## src/rtl/regfile_write_buffer.sv

```systemverilog
// regfile_write_buffer: in-order register-write queue with youngest-match forwarding.
// Optional WBUF_COALESCE_EN merges a push into the matching non-head tail entry.
module regfile_write_buffer #(
    parameter int DEPTH  = 4,
    parameter int DATA_W = 64,
    parameter int ADDR_W = 5
) (
    input  logic                       clk,
    input  logic                       reset,
    input  logic                       in_valid,
    output logic                       in_ready,
    input  logic [ADDR_W-1:0]          in_reg,
    input  logic [DATA_W-1:0]          in_data,
    output logic                       RegWrite,
    output logic [ADDR_W-1:0]          WriteRegister,
    output logic [DATA_W-1:0]          WriteData,
    input  logic [ADDR_W-1:0]          lookup_reg1,
    input  logic [ADDR_W-1:0]          lookup_reg2,
    output logic                       hit1,
    output logic                       hit2,
    output logic [DATA_W-1:0]          fwd_data1,
    output logic [DATA_W-1:0]          fwd_data2,
    output logic [$clog2(DEPTH):0]     count
);
    localparam int PW = $clog2(DEPTH);
    localparam int CW = PW + 1;
    localparam logic [ADDR_W-1:0] ZERO_REG = ADDR_W'(31);

    logic [ADDR_W-1:0] regs [DEPTH];
    logic [DATA_W-1:0] data [DEPTH];
    logic [DEPTH-1:0]  valid;
    logic [PW-1:0]     head, tail, idx;
    logic              pop, push, merge, alloc;

    assign in_ready = count != CW'(DEPTH);
    assign pop      = count != '0;
    assign push     = in_valid && in_ready && in_reg != ZERO_REG;

`ifdef WBUF_COALESCE_EN
    logic [PW-1:0] last;
    assign last  = tail - 1'b1;
    assign merge = push && (count - CW'(pop)) >= CW'(2) && valid[last] && regs[last] == in_reg;
`else
    assign merge = 1'b0;
`endif

    assign alloc         = push && !merge;
    assign RegWrite      = pop;
    assign WriteRegister = pop ? regs[head] : '0;
    assign WriteData     = pop ? data[head] : '0;

    // Walk oldest to youngest so the last match seen is the one nearest the tail.
    always_comb begin
        hit1      = 1'b0;
        hit2      = 1'b0;
        fwd_data1 = '0;
        fwd_data2 = '0;
        idx       = head;
        for (int i = 0; i < DEPTH; i++) begin
            idx = head + PW'(i);
            if (CW'(i) < count && valid[idx]) begin
                if (regs[idx] == lookup_reg1 && lookup_reg1 != ZERO_REG) begin
                    hit1      = 1'b1;
                    fwd_data1 = data[idx];
                end
                if (regs[idx] == lookup_reg2 && lookup_reg2 != ZERO_REG) begin
                    hit2      = 1'b1;
                    fwd_data2 = data[idx];
                end
            end
        end
    end

    always_ff @(posedge clk) begin
        if (reset) begin
            head  <= '0;
            tail  <= '0;
            count <= '0;
            valid <= '0;
        end else begin
            if (pop) begin
                valid[head] <= 1'b0;
                head        <= head + 1'b1;
            end
            if (alloc) begin
                valid[tail] <= 1'b1;
                tail        <= tail + 1'b1;
            end
            count <= count + CW'(alloc) - CW'(pop);
        end
    end

    always_ff @(posedge clk) begin
        if (alloc) begin
            regs[tail] <= in_reg;
            data[tail] <= in_data;
        end
`ifdef WBUF_COALESCE_EN
        if (merge)
            data[last] <= in_data;
`endif
    end
endmodule

```

## config.mk

```make
export PLATFORM = sky130hd
export DESIGN_NAME = regfile_write_buffer
export DESIGN_NICKNAME = d
export VERILOG_FILES = /design/src/rtl/regfile_write_buffer.sv
export SDC_FILE = /design/constraint.sdc
export NUM_CORES = 1
export LEC_CHECK = 0
export CAP_MARGIN = 20
export CORE_ASPECT_RATIO = 0.6
export CORE_MARGIN = 1
export CORE_UTILIZATION = 61
export CTS_BUF_LIST = sky130_fd_sc_hd__clkbuf_4 sky130_fd_sc_hd__clkbuf_8 sky130_fd_sc_hd__clkbuf_16
export DETAILED_ROUTE_END_ITERATION = 6
export GPL_TIMING_DRIVEN = 0
export PLACE_DENSITY = 0.88
export SLEW_MARGIN = 20
export SYNTH_ARGS = -nofsm -noshare
export SYNTH_HDL_FRONTEND = slang
export SYNTH_SLANG_ARGS = --single-unit
```

## constraint.sdc

```tcl
create_clock -name clk -period 10.7 [get_ports clk]
set_input_delay 2.14 -clock clk [delete_from_list [all_inputs] [get_ports clk]]
set_output_delay 2.14 -clock clk [all_outputs]
set_load 0.02 [all_outputs]
```

==> results of run 1 <==
## synth_stat cells, drive strengths merged, types with 2 or more instances
cell / number
clkbuf: 95
nor3b: 64
nor4: 5
edfxtp: 276
inv: 11
buf: 88
a221oi: 63
and2: 10
nor2: 162
ha: 12
nand4: 7
a211oi: 63
nor2b: 68
a22oi: 4
mux2i: 47
mux4: 194
xor2: 14
o211a: 2
mux2: 43
a21oi: 86
nand3: 4
nand2: 38
xnor2: 28
o21ai: 85
o2bb2ai: 41
or4: 4
or3: 2
dfxtp: 13
a31oi: 63
nor3: 67
## sequential cells by signal (all words and copies together), names as in the netlist, named ones only
name / cells
count: 3
data: 256
head: 2
regs: 20
tail: 2
valid: 4
## worst max-delay path by stage
stage	start	to	slack, ps
global route	head[1]	fwd_data1[22]	840
detailed placement	head[1]	fwd_data1[22]	1940
global placement	head[1]	fwd_data1[22]	2140
finish	head[1]	fwd_data1[22]	800
CTS	head[1]	fwd_data1[22]	1280
floorplan	lookup_reg1[0]	fwd_data1[54]	4300
## metrics by stage
stage                     cells  setup WS, ps  power (mW)  utilization
final                      2459           797        6.63        0.760
after global placement     2397          2140        5.34        0.728
after detailed placement   2401          1940        5.44        0.732
after CTS                  2453          1280        6.45        0.759
after floorplan            1672          4300        4.09            -
after global routing       2457           842        6.79        0.759
## worst min-delay path: cells and delay by family (launching register included)
kind          cells  cell delay [ps]
simple gates      1               60
mux               1              140
flops             1              340
## report_power, final
group          switching [mW]  total, mW  leakage [nW]  internal, mW
logic                    2.47       4.13          4.54          1.66
registers              0.0949       1.48          2.63          1.38
clock network           0.465       1.02         0.450         0.555
## cell type report
cell class,instances,area (µm²),share of cell area
Antenna cell,6,15.0,0.000603
Buffer,183,961,0.0386
Clock buffer,34,763,0.0306
Clock inverter,18,140,0.00562
Inverter,12,45.0,0.00181
Multi-Input combinational cell,1188,11000,0.442
Sequential cell,289,8550,0.343
Tap cell,450,563,0.0226
Timing Repair Buffer,279,2860,0.115
## metal layers
| layer | track usage | vias to the layer above | wire, µm |
|---|---|---|---|
| met1 | 0.597 | 9081 | 26900 |
| met5 | 0 | - | 51 |
| li1 | - | 7371 | - |
| met4 | 0.219 | 2 | 4720 |
| met2 | 0.641 | 2182 | 32700 |
| met3 | 0.179 | 499 | 14000 |
## logic make-up after synthesis
kind of cell,synth area share
flops,0.416
compound gates,0.137
xor+xnor,0.0183
mux,0.260
simple gates,0.112
fa+ha+maj,0.00828
buf+inv,0.0488
==> impl_metrics.json, run 1 <==
{
  "status": "finished with violations",
  "failing_checks": "DRC",
  "max-slew-margin-rel": 0.186,
  "power_density_nw_per_um2": 266,
  "place_congestion": 0.959,
  "timing.rr.start": "head[1]",
  "fin_worst_hold_slack_ps": 590,
  "setup_total_negative_slack_ps": 0,
  "worst_min_path_class": "reg2reg",
  "antenna_found_initial": 4,
  "cts-root-to-sink-buffers": 3,
  "grtUsageTotal": 0.448,
  "areaGrowthSynthToFinish_pct": 21.2,
  "reg2regPathDepth": 12,
  "synth-edff-count": 276,
  "cts-hold-fix-buffers": 0,
  "initial_utilization": 0.627,
  "worstMarginPinSlew_ps": 1220,
  "layout.nets": 2077,
  "placed_cell_area_um2": 24000,
  "worst_hold_path.endpoint": "tail[1]",
  "post_cts_buffers": 0,
  "cp.required_ps": 8560,
  "drive_above_1_share": 0.193,
  "worstHoldStart": "tail[1]",
  "p_leak_nw": 7.62,
  "drt_iter0_drc": 4221,
  "synth.area.top_cells": "sky130_fd_sc_hd__edfxtp_1 (40%), sky130_fd_sc_hd__mux4_2 (21%), sky130_fd_sc_hd__nor2_1 (2.9%)",
  "route.antenna.remaining_nets": 0,
  "cell_taking_the_most_area_after_synthesis": "sky130_fd_sc_hd__edfxtp_1",
  "ir_worst_vdd_v": 0.000196,
  "numPortBuffers": 275,
  "final_area_um2": 24900,
  "core_um2": 32800,
  "clkSinkCount": 289,
  "setup_viol_count_final": 0,
  "report.final.hold_viol_count": 0,
  "cts_repair_resize_count": 0,
  "cts_buffers": 29,
  "rsz0062_at_grt": "no",
  "global_route_wire_length_before_repair_um": 114000,
  "final.setup_skew_ps": 11.8,
  "cts_tree": "yes",
  "timing.reg2reg.setup_slack_ps": 4810,
  "critical_path.top_delay_family": "buffers and inverters",
  "avgRoutedWirePerCell_um": 31.9,
  "critPathLaunchType": "flip-flop",
  "floorplan.rows": 51,
  "vias_in_the_first_global_route": 18500,
  "design.portCount": 286,
  "final_max_slew_viol_count": 0,
  "portion_of_the_post_synthesis_area_used_by_sequential_elements": 0.416,
  "cp_slowest_cell": "sky130_fd_sc_hd__buf_1",
  "critical_path.endpoint_type": "output port",
  "post-route-drc-count": 8,
  "timing.hold.worst_path_depth": 2,
  "grt_start_max_net_pins": 43,
  "worstPathBufferInverterCount": 9,
  "drt-total-wl_um": 78400,
  "clock_latency_ps": 590,
  "chipWidth_um": 239,
  "most-common-layout-cells": "sky130_fd_sc_hd__edfxtp_1 (276), sky130_fd_sc_hd__clkdlybuf4s50_1 (275), sky130_fd_sc_hd__mux4_2 (190)",
  "area_of_the_die_um2": 34500,
  "crit_path_cell_trace": "clkbuf_1 > buf_1 > buf_1 > inv_1 > ha_1 > buf_2 > buf_4 > mux4_2 > xnor2_2 > nand4_2 > or2_1 > buf_2 > clkbuf_1 > a31oi_1 > a211oi_1 > clkdlybuf4s50_1",
  "layout_worst_path_cycle_share": 0.925,
  "synth_top_flop_cell": "sky130_fd_sc_hd__edfxtp_1",
  "timing.critical_path.fanout_max": 10,
  "syn-cell-area_um2": 20600,
  "ctsHtreeMaxLevel": 1,
  "synth.top_cell.area_share": 0.403,
  "synth_nets": 1767,
  "residual_overflow_from_global_routing": 0,
  "detailroute.via_count": 19100,
  "cap_violations": 0,
  "worst-setup-path-type": "reg2out",
  "detail_route.first_pass.iterations": 7,
  "achievable-frequency_ghz": 0.101,
  "syn_area_per_cell_um2": 12.3,
  "biggest_cell_delay_along_the_critical_path_ps": 780,
  "synth.lib_cells_used.distinct": 59,
  "detailedPlacementHpwl_um": 54500,
  "fillers": 2126,
  "worstSetupPathDepth": 16,
  "avgViaCountPerCell": 7.78,
  "cp_data_arrival_time_ps": 7760,
  "yosys_register_bits": 289,
  "final_common_cell": "sky130_fd_sc_hd__edfxtp_1",
  "yosysWarningCount": 0,
  "synthesized_instance_count": 1672,
  "period_needed_ps": 9900,
  "root_buffer": "sky130_fd_sc_hd__clkbuf_16",
  "die_height_um": 144,
  "postSynth.asyncResetShare": 0,
  "worst_setup_hold_path_clk_slew_ps": 60
}
(Power assumes the default switching activity.)
==> inputs of run 2 (changes only) <==
- ABC_CLOCK_PERIOD_IN_PS: unset -> 10700
==> results of run 2 <==
Final layout, timing and power as in run 1 (identical DEF).
